<file path="src/rtl/ifetch_queue_pkg.sv">
// ifetch_queue_pkg: shared widths and constants for the fetch front end.
// Holds word width, reset PC, PC step and default queue depth.
package ifetch_queue_pkg;

  localparam int IFQ_WORD_WIDTH = 32;
  localparam int IFQ_DEPTH = 4;

  typedef logic [IFQ_WORD_WIDTH-1:0] word_t;

  localparam word_t INST_RESET_PC = 32'h0000_0000;
  localparam word_t PC_INC = 32'd4;

endpackage

</file>
<file path="src/rtl/ifetch_queue_if.sv">
// ifetch_queue_if: memory request/response, redirect and core-side handshakes.
// master = fetch unit (drives mem_req_*, inst_*); slave = memory + core.
interface ifetch_queue_if
  import ifetch_queue_pkg::*;
#(
  parameter int W = IFQ_WORD_WIDTH
);

  logic         mem_req_valid;
  logic         mem_req_ready;
  logic [W-1:0] mem_req_addr;
  logic         mem_resp_valid;
  logic [W-1:0] mem_resp_data;
  logic         redirect_valid;
  logic [W-1:0] redirect_pc;
  logic         inst_valid;
  logic         inst_ready;
  logic [W-1:0] inst_code;
  logic [W-1:0] inst_pc;
  logic [W-1:0] inst_pc4;

  modport master (
    output mem_req_valid,
    output mem_req_addr,
    input  mem_req_ready,
    input  mem_resp_valid,
    input  mem_resp_data,
    input  redirect_valid,
    input  redirect_pc,
    output inst_valid,
    output inst_code,
    output inst_pc,
    output inst_pc4,
    input  inst_ready
  );

  modport slave (
    input  mem_req_valid,
    input  mem_req_addr,
    output mem_req_ready,
    output mem_resp_valid,
    output mem_resp_data,
    output redirect_valid,
    output redirect_pc,
    input  inst_valid,
    input  inst_code,
    input  inst_pc,
    input  inst_pc4,
    output inst_ready
  );

endinterface

</file>
<file path="src/rtl/ifetch_queue_sync_fifo.sv">
// sync_fifo: power-of-two FIFO with flush; head is read combinationally.
// Ports: push/wdata, pop/rdata, flush, full, empty, count.
module sync_fifo #(
  parameter int WIDTH = 32,
  parameter int DEPTH = 4
) (
  input  logic                   clk,
  input  logic                   rst_n,
  input  logic                   push,
  input  logic [WIDTH-1:0]       wdata,
  input  logic                   pop,
  output logic [WIDTH-1:0]       rdata,
  input  logic                   flush,
  output logic                   full,
  output logic                   empty,
  output logic [$clog2(DEPTH):0] count
);

  localparam int AW = $clog2(DEPTH);
  localparam int CW = AW + 1;

  logic [WIDTH-1:0] mem [DEPTH];
  logic [AW-1:0]    wr_ptr;
  logic [AW-1:0]    rd_ptr;
  logic             do_push;
  logic             do_pop;

  assign empty = (count == '0);
  assign full  = (count == CW'(DEPTH));
  assign rdata = mem[rd_ptr];

  // a full FIFO still accepts a push when the head leaves
  assign do_pop  = pop & ~empty;
  assign do_push = push & (~full | do_pop);

  always_ff @(posedge clk or negedge rst_n) begin
    if (!rst_n) begin
      wr_ptr <= '0;
      rd_ptr <= '0;
      count  <= '0;
    end else if (flush) begin
      wr_ptr <= '0;
      rd_ptr <= '0;
      count  <= '0;
    end else begin
      if (do_push) wr_ptr <= wr_ptr + 1'b1;
      if (do_pop)  rd_ptr <= rd_ptr + 1'b1;
      count <= count + CW'(do_push) - CW'(do_pop);
    end
  end

  always_ff @(posedge clk) begin
    if (do_push && !flush) mem[wr_ptr] <= wdata;
  end

endmodule

</file>
<file path="src/rtl/ifetch_queue.sv">
// ifetch_queue: owns fetch PC, issues in-order word reads, queues results.
// Ports: clk, rst_n, bus (mem req/resp, redirect, inst handshake).
module ifetch_queue
  import ifetch_queue_pkg::*;
#(
  parameter int DEPTH = IFQ_DEPTH,
  parameter int WORD_WIDTH = IFQ_WORD_WIDTH,
  parameter logic [WORD_WIDTH-1:0] RESET_PC = INST_RESET_PC
) (
  input logic clk,
  input logic rst_n,
  ifetch_queue_if.master bus
);

  localparam int CW = $clog2(DEPTH) + 1;
  localparam int W  = WORD_WIDTH;
  localparam logic [W-1:0] INC   = W'(PC_INC);
  localparam logic [W-1:0] ALIGN = ~W'(3);

  logic         run;
  logic [W-1:0] fetch_pc;
  logic [CW-1:0] drop_count;
  logic [CW-1:0] in_flight;
  logic [CW-1:0] in_flight_nx;
  logic [CW-1:0] q_count;
  logic          q_empty;
  logic          unused_q_full;
  logic [2*W-1:0] q_head;
  logic          tag_empty;
  logic          tag_full;
  logic [W-1:0]  tag_pc;

  logic redirect;
  logic credit;
  logic req_valid;
  logic req_fire;
  logic resp_ok;
  logic drop_now;
  logic q_push;
  logic q_pop;

  assign redirect = bus.redirect_valid;

  // queued + in-flight never exceeds DEPTH, so every
  // response is guaranteed a free slot on arrival
  assign credit =
    ({1'b0, q_count} + {1'b0, in_flight}) < (CW + 1)'(DEPTH);

  assign req_valid = run & credit & ~tag_full & ~redirect;
  assign req_fire  = req_valid & bus.mem_req_ready;

  // a response with nothing outstanding is ignored
  assign resp_ok  = bus.mem_resp_valid & ~tag_empty;
  assign drop_now = resp_ok & (drop_count != '0);
  assign q_push   = resp_ok & ~drop_now & ~redirect;
  assign q_pop    = ~q_empty & bus.inst_ready;

  assign in_flight_nx =
    in_flight + CW'(req_fire) - CW'(resp_ok);

  always_ff @(posedge clk or negedge rst_n) begin
    if (!rst_n) begin
      run        <= 1'b0;
      fetch_pc   <= RESET_PC;
      drop_count <= '0;
    end else begin
      run <= 1'b1;
      if (redirect) begin
        fetch_pc   <= bus.redirect_pc & ALIGN;
        // everything still outstanding belongs to the old path
        drop_count <= in_flight_nx;
      end else begin
        if (req_fire) fetch_pc <= fetch_pc + INC;
        if (drop_now) drop_count <= drop_count - 1'b1;
      end
    end
  end

  // tags are never flushed: dropped responses still retire theirs
  sync_fifo #(
    .WIDTH (W),
    .DEPTH (DEPTH)
  ) u_tag_fifo (
    .clk   (clk),
    .rst_n (rst_n),
    .push  (req_fire),
    .wdata (fetch_pc),
    .pop   (resp_ok),
    .rdata (tag_pc),
    .flush (1'b0),
    .full  (tag_full),
    .empty (tag_empty),
    .count (in_flight)
  );

  sync_fifo #(
    .WIDTH (2 * W),
    .DEPTH (DEPTH)
  ) u_inst_fifo (
    .clk   (clk),
    .rst_n (rst_n),
    .push  (q_push),
    .wdata ({tag_pc, bus.mem_resp_data}),
    .pop   (q_pop),
    .rdata (q_head),
    .flush (redirect),
    .full  (unused_q_full),
    .empty (q_empty),
    .count (q_count)
  );

  assign bus.mem_req_valid = req_valid;
  assign bus.mem_req_addr  = run ? fetch_pc : '0;

  assign bus.inst_valid = ~q_empty;
  assign bus.inst_code  = q_empty ? '0 : q_head[W-1:0];
  assign bus.inst_pc    = q_empty ? '0 : q_head[2*W-1:W];
  assign bus.inst_pc4   =
    q_empty ? '0 : q_head[2*W-1:W] + INC;

endmodule

</file>
<file path="src/flat_wrapper.sv">
// flat-port wrapper written by rule: the top's interface ports become plain ports
module ifetch_queue_flat import ifetch_queue_pkg::*;
#(
  parameter int DEPTH = IFQ_DEPTH,
  parameter int WORD_WIDTH = IFQ_WORD_WIDTH,
  parameter logic [WORD_WIDTH-1:0] RESET_PC = INST_RESET_PC
)
  (clk, rst_n, bus_mem_req_valid, bus_mem_req_addr, bus_mem_req_ready, bus_mem_resp_valid, bus_mem_resp_data, bus_redirect_valid, bus_redirect_pc, bus_inst_valid, bus_inst_code, bus_inst_pc, bus_inst_pc4, bus_inst_ready);
  ifetch_queue_if #(.W(32)) bus_i ();
  input logic clk;
  input logic rst_n;
  output wire logic [$bits(bus_i.mem_req_valid)-1:0] bus_mem_req_valid;
  output wire logic [$bits(bus_i.mem_req_addr)-1:0] bus_mem_req_addr;
  input wire logic [$bits(bus_i.mem_req_ready)-1:0] bus_mem_req_ready;
  input wire logic [$bits(bus_i.mem_resp_valid)-1:0] bus_mem_resp_valid;
  input wire logic [$bits(bus_i.mem_resp_data)-1:0] bus_mem_resp_data;
  input wire logic [$bits(bus_i.redirect_valid)-1:0] bus_redirect_valid;
  input wire logic [$bits(bus_i.redirect_pc)-1:0] bus_redirect_pc;
  output wire logic [$bits(bus_i.inst_valid)-1:0] bus_inst_valid;
  output wire logic [$bits(bus_i.inst_code)-1:0] bus_inst_code;
  output wire logic [$bits(bus_i.inst_pc)-1:0] bus_inst_pc;
  output wire logic [$bits(bus_i.inst_pc4)-1:0] bus_inst_pc4;
  input wire logic [$bits(bus_i.inst_ready)-1:0] bus_inst_ready;
  assign bus_mem_req_valid = bus_i.mem_req_valid;
  assign bus_mem_req_addr = bus_i.mem_req_addr;
  assign bus_i.mem_req_ready = bus_mem_req_ready;
  assign bus_i.mem_resp_valid = bus_mem_resp_valid;
  assign bus_i.mem_resp_data = bus_mem_resp_data;
  assign bus_i.redirect_valid = bus_redirect_valid;
  assign bus_i.redirect_pc = bus_redirect_pc;
  assign bus_inst_valid = bus_i.inst_valid;
  assign bus_inst_code = bus_i.inst_code;
  assign bus_inst_pc = bus_i.inst_pc;
  assign bus_inst_pc4 = bus_i.inst_pc4;
  assign bus_i.inst_ready = bus_inst_ready;
  ifetch_queue #(.DEPTH(DEPTH), .WORD_WIDTH(WORD_WIDTH), .RESET_PC(RESET_PC)) u_core (.clk(clk), .rst_n(rst_n), .bus(bus_i));
endmodule
</file>
<file path="config.mk">
export PLATFORM = sky130hd
export DESIGN_NAME = ifetch_queue_flat
export DESIGN_NICKNAME = d
export VERILOG_FILES = /design/src/rtl/ifetch_queue_pkg.sv /design/src/rtl/ifetch_queue_if.sv /design/src/rtl/ifetch_queue_sync_fifo.sv /design/src/rtl/ifetch_queue.sv /design/src/flat_wrapper.sv
export SDC_FILE = /design/constraint.sdc
export NUM_CORES = 1
export LEC_CHECK = 0
export ABC_AREA = 1
export CELL_PAD_IN_SITES_DETAIL_PLACEMENT = 1
export CELL_PAD_IN_SITES_GLOBAL_PLACEMENT = 2
export CORE_MARGIN = 2
export CORE_UTILIZATION = 39
export CTS_BUF_LIST = sky130_fd_sc_hd__clkbuf_4 sky130_fd_sc_hd__clkbuf_8 sky130_fd_sc_hd__clkbuf_16
export CTS_CLUSTER_DIAMETER = 200
export CTS_CLUSTER_SIZE = 14
export DETAILED_ROUTE_END_ITERATION = 16
export PLACE_DENSITY = 0.83
export SYNTH_ARGS = -nofsm -noshare
export SYNTH_HDL_FRONTEND = slang
export SYNTH_SLANG_ARGS = --single-unit
export TNS_END_PERCENT = 1
</file>
<file path="constraint.sdc">
create_clock -name clk -period 7.1 [get_ports clk]
set_clock_uncertainty 0.05 [all_clocks]
set_input_delay 1.065 -clock clk [delete_from_list [all_inputs] [get_ports clk]]
set_output_delay 1.065 -clock clk [all_outputs]
set_load 0.02 [all_outputs]
</file>
==> out/results.tsv <==
metric	value	unit
outcome	finished, final reports clean	
Slew Viols, Final	0	
Avg WL per Cell	19.3	um
FP Rows	81	
ys flop type	edfxtp_1	
vias in the first global route	14900	
worst path arrival time	4.77	ns
Post-Route WL	53600	um
area of the multi-input gates	0.00597	mm2
largest net degree at the start of global routing	84	
Clk Latency, worst-skew pair	0.55	ns
Residual DRC	0	
EDFF count, synth	368	
Pre-antenna DRT Iters	5	
all-layer global routing usage	21.2	%
Post-Syn Area	0.0192	mm2
placed cell areas	0.0216	mm2
ANT nets after route	0	
Synth warnings	0	
worst hold path type	register to register	
Final Hold Violating Endpoints	0	
total CTS buffers	35	
placed wire-length estimate	34900	um
clk root buf	clkbuf_16	
Layout Nets	2194	
Max Freq	170	MHz
max cap viols	0	
CP Launch Type	register	
leakage power	8.59	nW
most numerous cell in the Yosys netlist	nand2_1	
Critical Path RT	5.98	ns
Post-CTS Hold Fix Bufs	0	
fraction of registers with async set/reset	11.5	%
Fillers	5438	
Layout Cells excl Fill	2778	
Ant. Diodes	0	
Layout Cell Area excl Fill	0.0226	mm2
first-pass GRT wire length	83000	um
Final Cycle Share	82.9	%
routed vias/inst	5.10	
total grt overflow	0	
vias	14200	
post-synth cell types	42	
FF+latch count, synth	416	
Slew @ Worst Pin	1.06	ns
synth cell count leaders	497 x nand2_1, 368 x edfxtp_1, 339 x nor2_1	
Fin Setup TNS	0	ns
gate count after technology mapping	1945	
CP Class	register to primary output	
Final GP Congestion	0.830	
pwr dens	378	mW/mm2
TritonCTS clock tree	built	
Longest Clk Path Bufs	3	
IO Count	200	
minimum clock period	5.88	ns
peak supply drop	0.192	mV
Die X	226	um
CP Max Fanout	47	
Hold WS	0.523	ns
RSZ-0062 raised after global routing	no	
Synth top area share	57.7	%
Syn-to-layout area delta	18.1	%
placed instance count	2728	
chip height	226	um
core area	0.0487	mm2
post-CTS sizing	0	
Initial Util	39.3	%
Yosys top cell by area	edfxtp_1	
sequential area share after synthesis	63.9	%
Setup violations, final	0	
Reg area	0.0123	mm2
clk sinks	416	
Avg Inst Size Synth	9.86	um2
buffers added on ports	191	
die area	0.0509	mm2
Slew headroom	29.5	%
initial antenna violation count	0	
DRT iter0 DRCs	848	
H-Tree Depth	2	
share of layout cells above drive strength 1	5.06	%
Worst-path clk slew	0.07	ns
Synth area leaders	edfxtp_1 58%, nand2_1 9.7%, nor2_1 6.6%	
crit end category	primary output	
postcts setup bufs	0	
[cell usage in the layout, fill, tap and decap left out, drive strengths merged, types with 3 or more instances in the layout]
cell	count
buf	19
xnor2	9
xor2	18
nand4	11
dfrtp	48
o211ai	15
nor2	350
o22ai	30
a21oi	47
conb	7
ha	20
nand2	504
inv	141
o21ai	152
nor3	23
clkbuf	48
clkdlybuf4s50	190
edfxtp	368
nand3	95
fa	3
o221ai	4
[worst paths after layout]
kind	startpoint	to	slack, ns	cells past startpoint
max	u_core.u_inst_fifo.rd_ptr[1]	bus_inst_pc4[24]	1.22	12
min	u_core.drop_count[2]	u_core.drop_count[2]	0.52	1
max reg2reg	u_core.run	u_core.u_tag_fifo.mem[1][16]	3.60	4
min reg2reg	u_core.drop_count[2]	u_core.drop_count[2]	0.52	1
max in group asynchronous	rst_n	u_core.u_inst_fifo.rd_ptr[0]	5.90	2
min in group asynchronous	rst_n	u_core.fetch_pc[25]	0.57	2
[logic make-up after synthesis]
group | count (synthesis) | synth area share, %
adders and majority gates | 23 | 1.62
AOI/OAI and AO/OA | 254 | 7.19
buffers and inverters | 236 | 5.31
and+or+nand+nor | 986 | 20.6
xor gates and xnor gates | 27 | 1.23
muxes | 1 | 0.0587
DFF | 416 | 63.9
other | 2 | 0.0392
[sequential cells by signal, indices dropped and copies added (netlist names)]
| register | flops |
|---|---|
| u_core.drop_count | 3 |
| u_core.fetch_pc | 30 |
| u_core.run | 1 |
| u_core.u_inst_fifo.count | 3 |
| u_core.u_inst_fifo.mem | 248 |
| u_core.u_inst_fifo.rd_ptr | 2 |
| u_core.u_inst_fifo.wr_ptr | 2 |
| u_core.u_tag_fifo.count | 3 |
| u_core.u_tag_fifo.mem | 120 |
| u_core.u_tag_fifo.rd_ptr | 2 |
| u_core.u_tag_fifo.wr_ptr | 2 |
[power by group]
part	internal, mW	total, mW	switching [mW]
combinational	1.22	3.52	2.30
clock	0.990	1.83	0.843
sequential	2.99	3.20	0.214
total	5.20	8.56	3.35
[worst max-delay path, stage by stage, from the launching register on]
cell             delay (ns)
dfrtp_2                0.91
inv_2                  0.62
buf_4                  0.50
nand3_1                0.16
nand2_1                0.19
inv_2                  0.13
nand2_1                0.07
nor3_1                 0.48
nand3_1                0.14
nand2_1                0.08
inv_1                  0.04
nor2_1                 0.16
clkdlybuf4s50_1        0.65
[layout make-up]
| class | count | area share (%) |
|---|---|---|
| Sequential cell | 416 | 54.1 |
| Multi-Input combinational cell | 1298 | 26.4 |
| Timing Repair Buffer | 209 | 9.02 |
| Clock buffer | 48 | 4.30 |
| Tap cell | 664 | 3.67 |
| Inverter | 141 | 2.35 |
| Clock inverter | 2 | 0.171 |
[per-layer routing]
metal	global-route usage [%]	share of wire, %	vias to the layer above
li1	-	-	6791
met1	28.8	47	7030
met2	35.6	48	283
met3	2.56	3.6	58
met4	6.64	2.1	0
met5	0	0	-
[through the flow]
stage	setup WS, ns	total power, mW	utilization (%)
after floorplan	2.40	5.26	-
after global placement	1.67	6.68	44.4
after detailed placement	1.67	6.81	44.4
after CTS	1.07	8.65	46.4
after global routing	0.880	9.03	46.4
final	1.22	8.56	46.4
Note: power is estimated with default switching activity, not from simulation.
